==> src/rtl/ddr5_write_sequencer.sv <==
// DDR5 write burst sequencer: frames preamble, data, burst-chop pad, CRC, interamble
// and postamble on the DQ/DQS lanes, with a one-deep queue for the next request.
`timescale 1ns/1ps
module ddr5_write_sequencer #(
    parameter int DQ_W = 8,
    localparam int DM_W = DQ_W / 8
) (
    input  logic              i_clk,
    input  logic              i_rst,
    input  logic              i_wr_en,
    input  logic              i_bc8,
    input  logic              i_crc_en,
    input  logic [1:0]        i_pre_len,
    input  logic [2*DQ_W-1:0] i_wr_data,
    input  logic [2*DM_W-1:0] i_wr_dm,
    input  logic [2*DQ_W-1:0] i_crc_code,
    output logic [2*DQ_W-1:0] o_dq,
    output logic [2*DM_W-1:0] o_dm,
    output logic [1:0]        o_dqs,
    output logic              o_dq_oe,
    output logic              o_dqs_oe,
    output logic              o_data_rd,
    output logic              o_crc_clr,
    output logic              o_crc_en,
    output logic [2*DQ_W-1:0] o_crc_data,
    output logic              o_busy,
    output logic              o_overflow,
    output logic [2:0]        o_state
);

    typedef enum logic [2:0] {
        S_IDLE  = 3'd0,
        S_PRE   = 3'd1,
        S_DATA  = 3'd2,
        S_PAD   = 3'd3,
        S_CRC   = 3'd4,
        S_INTER = 3'd5,
        S_POST  = 3'd6
    } state_t;

    state_t     state;
    logic [2:0] cnt;
    logic       act_bc8;
    logic       act_crc;
    logic       pend_v;
    logic       pend_bc8;
    logic       pend_crc;
    logic [1:0] pend_pre;
    logic       overflow;

    logic       last;
    logic       active;
    logic       req_busy;
    logic       at_decision;
    logic       post_end;
    logic       eff_v;
    logic       eff_bc8;
    logic       eff_crc;
    logic [1:0] eff_pre;
    logic       promote;

    assign last     = (cnt == 3'd0);
    assign active   = state inside {S_PRE, S_DATA, S_PAD, S_CRC, S_INTER, S_POST};
    assign req_busy = i_wr_en && active;

    // End of burst: last DATA (BL16, no CRC), last PAD (BC8, no CRC) or the CRC beat.
    assign at_decision = ((state == S_DATA) && last && !act_bc8 && !act_crc) ||
                         ((state == S_PAD) && last && !act_crc) ||
                         (state == S_CRC);
    assign post_end    = (state == S_POST) && last;

    // A request arriving on the decision cycle itself is treated as already pending.
    assign eff_v   = pend_v || i_wr_en;
    assign eff_bc8 = pend_v ? pend_bc8 : i_bc8;
    assign eff_crc = pend_v ? pend_crc : i_crc_en;
    assign eff_pre = pend_v ? pend_pre : i_pre_len;
    assign promote = (at_decision || post_end) && eff_v;

    always_ff @(posedge i_clk) begin
        if (i_rst) begin
            state    <= S_IDLE;
            cnt      <= 3'd0;
            act_bc8  <= 1'b0;
            act_crc  <= 1'b0;
            pend_v   <= 1'b0;
            pend_bc8 <= 1'b0;
            pend_crc <= 1'b0;
            pend_pre <= 2'd0;
            overflow <= 1'b0;
        end else begin
            overflow <= req_busy && pend_v;

            if (promote || !active) begin
                pend_v <= 1'b0;
            end else if (req_busy && !pend_v) begin
                pend_v   <= 1'b1;
                pend_bc8 <= i_bc8;
                pend_crc <= i_crc_en;
                pend_pre <= i_pre_len;
            end

            if (at_decision || post_end) begin
                if (eff_v) begin
                    state   <= at_decision ? S_INTER : S_PRE;
                    cnt     <= {1'b0, eff_pre};
                    act_bc8 <= eff_bc8;
                    act_crc <= eff_crc;
                end else if (at_decision) begin
                    state <= S_POST;
                    cnt   <= 3'd1;
                end else begin
                    state <= S_IDLE;
                    cnt   <= 3'd0;
                end
            end else begin
                case (state)
                    S_IDLE: begin
                        if (i_wr_en) begin
                            state   <= S_PRE;
                            cnt     <= {1'b0, i_pre_len};
                            act_bc8 <= i_bc8;
                            act_crc <= i_crc_en;
                        end
                    end
                    S_PRE, S_INTER: begin
                        if (last) begin
                            state <= S_DATA;
                            cnt   <= act_bc8 ? 3'd3 : 3'd7;
                        end else begin
                            cnt <= cnt - 3'd1;
                        end
                    end
                    S_DATA: begin
                        if (!last) begin
                            cnt <= cnt - 3'd1;
                        end else if (act_bc8) begin
                            state <= S_PAD;
                            cnt   <= 3'd3;
                        end else begin
                            state <= S_CRC;
                            cnt   <= 3'd0;
                        end
                    end
                    S_PAD: begin
                        if (!last) begin
                            cnt <= cnt - 3'd1;
                        end else begin
                            state <= S_CRC;
                            cnt   <= 3'd0;
                        end
                    end
                    S_POST: begin
                        cnt <= cnt - 3'd1;
                    end
                    default: begin
                        state <= S_IDLE;
                        cnt   <= 3'd0;
                    end
                endcase
            end
        end
    end

    always_comb begin
        o_dq       = '0;
        o_dm       = '0;
        o_dqs      = 2'b00;
        o_dq_oe    = 1'b0;
        o_dqs_oe   = 1'b0;
        o_data_rd  = 1'b0;
        o_crc_clr  = 1'b0;
        o_crc_en   = 1'b0;
        o_crc_data = '0;
        case (state)
            S_PRE, S_INTER: begin
                o_dqs_oe  = 1'b1;
                o_dqs     = last ? 2'b10 : 2'b00;
                o_crc_clr = last;
            end
            S_DATA: begin
                o_dq       = i_wr_data;
                o_dm       = i_wr_dm;
                o_data_rd  = 1'b1;
                o_dq_oe    = 1'b1;
                o_dqs_oe   = 1'b1;
                o_dqs      = 2'b10;
                o_crc_en   = act_crc;
                o_crc_data = i_wr_data;
            end
            S_PAD: begin
                o_dq       = '1;
                o_dq_oe    = 1'b1;
                o_dqs_oe   = 1'b1;
                o_dqs      = 2'b10;
                o_crc_en   = act_crc;
                o_crc_data = '1;
            end
            S_CRC: begin
                o_dq     = i_crc_code;
                o_dq_oe  = 1'b1;
                o_dqs_oe = 1'b1;
                o_dqs    = 2'b10;
            end
            S_POST: begin
                o_dqs_oe = 1'b1;
            end
            default: ;
        endcase
    end

    assign o_busy     = (state != S_IDLE) || pend_v;
    assign o_overflow = overflow;
    assign o_state    = state;

endmodule
==> config.mk <==
export PLATFORM = sky130hd
export DESIGN_NAME = ddr5_write_sequencer
export DESIGN_NICKNAME = d
export VERILOG_FILES = /design/src/rtl/ddr5_write_sequencer.sv
export SDC_FILE = /design/constraint.sdc
export NUM_CORES = 1
export LEC_CHECK = 0
export ABC_AREA = 1
export ABC_CLOCK_PERIOD_IN_PS = 2300
export BUFFER_PORTS_ARGS = -buffer_cell sky130_fd_sc_hd__buf_2
export CORE_ASPECT_RATIO = 0.7
export CORE_MARGIN = 4
export CORE_UTILIZATION = 43
export DETAILED_ROUTE_END_ITERATION = 8
export MAX_ROUTING_LAYER = met4
export PLACE_DENSITY = 0.88
export REMOVE_ABC_BUFFERS = 1
export SLEW_MARGIN = 20
export SYNTH_ARGS = -nofsm -noshare
export SYNTH_HDL_FRONTEND = slang
export SYNTH_SLANG_ARGS = --single-unit
==> constraint.sdc <==
create_clock -name i_clk -period 2.3 [get_ports i_clk]
set_clock_uncertainty 0.2 [all_clocks]
set_input_delay 0.46 -clock i_clk [delete_from_list [all_inputs] [get_ports i_clk]]
set_output_delay 0.46 -clock i_clk [all_outputs]
set_load 0.01 [all_outputs]
==> results_dict.tcl <==
set metrics [dict create \
    drc 0 \
    max_freq_ghz 0.442 \
    final_antenna_net_count 0 \
    reg2reg_depth 12 \
    syn_area_sq_um 1350 \
    ctsHoldBuffers 0 \
    critPathKind "reg -> out" \
    fin_util_pct 64.7 \
    power_uw 2430 \
    firstDrtPassIters 4 \
    placed_area_sq_um 1800 \
    overflow 0 \
    synth_flop_cell "dfxtp_1" \
    synth.distinct_cells 26 \
    status "finished clean" \
    root_buffer "clkbuf_8" \
    sequentialPowerShare_pct 17.6 \
    via_per_inst 5.18 \
    fin_area_sq_um 1880 \
    die_h_um 54.9 \
    swShare_pct 51.5 \
    portBuffers 85 \
    syn_area_per_cell_sq_um 5.97 \
    core_area_sq_um 2900 \
    yosysMostFrequentCell "nor2_1" \
    worstSkewPairLatency_ns 0.25 \
    yosysTopAreaCellShare_pct 20.8 \
    grt_pass1_vias 1578 \
    die_w_um 75.0 \
    die-area_sq_um 4110 \
    hold_violations 0 \
    rows 16 \
    n_antenna_cell 0 \
    hold_depth 2 \
    hp-class "in -> reg" \
    ys_ff_latch 14 \
    tritoncts "yes" \
    yosys-top-cells-count "54 x nor2_1, 49 x nand2_1, 24 x inv_1" \
    p_int_uw 1180 \
    drtIter0Drc 111 \
    layout-drive-gt1-share_pct 41.4 \
    grtUsageTotal_pct 23.2 \
    rsz0062_at_grt "no" \
    finalSetupViolCount 0 \
    p_comb_share_pct 72.3 \
    end_kind "output port" \
    ys_warn_count 0 \
    fin_crit_ns 2.26 \
    finalCritPeriodShare_pct 98.3 \
    clock_power_share_pct 10.0 \
    grt_start_max_net_pins 17 \
    crit_path_start_kind "flip-flop" \
    final_nets 359 \
    ios 87 \
    stdcell_count 350 \
    wl_per_cell_um 13.2 \
    synth_edf_count 0 \
    netlist_instances 226 \
    ir_worst_vdd_mv 0.637 \
    globalplace.congestion 0.888 \
    leakagePower_uw 0.00113 \
    yosysSeqAreaShare_pct 20.8 \
    via_count 1814 \
    routed_wl_um 4630 \
    syn_to_final_growth_pct 39.0 \
    path_clk_slew_ns 0.06 \
    cap_violations 0 \
    crit_fanout 5 \
    htree_num_levels 1 \
    cts_buffers 3 \
    power_density_nw_per_um2 1300 \
    placed_cells 345 \
    hpwl_um 3740 \
    async_reset_ff_share_pct 0 \
    switchingPower_uw 1250 \
    crit_required_ns 1.64 \
    cts_num_sinks 14 \
    grt_pass1_wl_um 7060 \
    antenna_found_initial 0 \
    clock_path_buffers 2 \
    synth_top_cell_by_area "dfxtp_1" \
    synthTopCellsByArea "dfxtp_1 21%, nor2_1 15%, nand2_1 14%, a31o_2 10%, inv_1 6.7%" \
    initial_core_util_pct 46.5 \
    slew_viol_final 0 \
    worstPathArrival_ns 1.60 \
]
[cells in the final DEF (no fill, tap or decap)]
| cell | n |
|---|---|
| dfxtp_2 | 2 |
| nand2_2 | 1 |
| ha_1 | 1 |
| buf_2 | 85 |
| inv_2 | 3 |
| nor2_4 | 1 |
| o211ai_1 | 1 |
| a21oi_2 | 1 |
| nand3_1 | 10 |
| a21oi_1 | 12 |
| clkbuf_8 | 4 |
| nand2_1 | 49 |
| a31o_2 | 16 |
| buf_4 | 9 |
| o21ai_0 | 12 |
| dfxtp_1 | 12 |
| conb_1 | 1 |
| ha_2 | 1 |
| nor2_1 | 54 |
| nor2_8 | 1 |
| inv_1 | 24 |
| or2_2 | 1 |
| nand4_1 | 3 |
| nor3_1 | 4 |
| nand3_2 | 4 |
| ha_4 | 1 |
| a22oi_1 | 1 |
[power groups by stage]
| stage | clock network (uW) | logic (uW) | registers, uW |
|---|---|---|---|
| 3_3_place_gp | 0 | 1630 | 423 |
| 5_1_grt | 258 | 1930 | 440 |
| 3_5_place_dp | 0 | 1670 | 427 |
| 4_1_cts | 247 | 1700 | 425 |
| 6_report | 243 | 1760 | 429 |
| 2_1_floorplan | 0 | 1040 | 466 |
[state kept, by name (all words and copies together) (netlist names)]
name,count
act_bc8,1
pend_bc8,1
pend_crc,1
o_state,3
act_crc,1
pend_pre,2
pend_v,1
cnt,3
o_overflow,1
[per-layer routing]
layer	vias to the layer above	share of wire (%)	GRT usage (%)
li1	911	-	-
met1	827	42	26.9
met2	68	50	41.9
met3	8	7.1	5.50
met4	0	0.86	2.96
met5	-	0	-
[through the flow]
stage | hold slack (ns) | setup slack, ns | TNS, ns
floorplan | 0.255 | -0.131 | -0.727
global placement | 0.278 | 0.182 | 0
global route | 0.262 | 0.0000889 | 0
finish | 0.265 | 0.0383 | 0
CTS | 0.248 | 0.0189 | 0
detailed placement | 0.298 | 0.113 | 0
[path summary, 6_finish.rpt]
| check | startpoint | endpoint | slack, ns |
|---|---|---|---|
| worst max-delay path | cnt[0]$_SDFFE_PP0P_ | o_dqs[1] | 0.04 |
| worst max register to register | cnt[0]$_SDFFE_PP0P_ | act_bc8$_SDFFE_PP0P_ | 0.18 |
| worst min register to register | cnt[2]$_SDFFE_PP0P_ | cnt[2]$_SDFFE_PP0P_ | 0.30 |
| worst min-delay path | i_rst | act_crc$_SDFFE_PP0P_ | 0.26 |
[logic make-up after synthesis]
group	after synthesis	share of synthesized area, %
flip-flops	14	20.8
adder cells (fa/ha/maj)	3	2.78
AND/OR/NAND/NOR	128	41.4
AO/OA/AOI/OAI	43	21.0
buffers and inverters	37	13.7
other	1	0.278
[critical path: stages, from the launching register on]
cell	delay [ns]
dfxtp_2	0.35
inv_1	0.07
ha_2	0.20
ha_4	0.18
inv_2	0.06
nor2_1	0.05
or2_2	0.29
buf_2	0.15
[cell type report]
cell class / count / area (sq um)
Clock buffer: 4 / 55.1
Fill cell: 249 / 1030
Inverter: 27 / 101
Multi-Input combinational cell: 175 / 900
Sequential cell: 14 / 283
Tap cell: 36 / 45.0
Timing Repair Buffer: 94 / 493
[what timing repair did]
action,CTS,global route
resized for setup,2,3
endpoints found under the setup margin,1,5
buffers inserted,1,0
pin swaps,0,0
endpoints found under the hold margin,0,0
(Power assumes the default switching activity.)
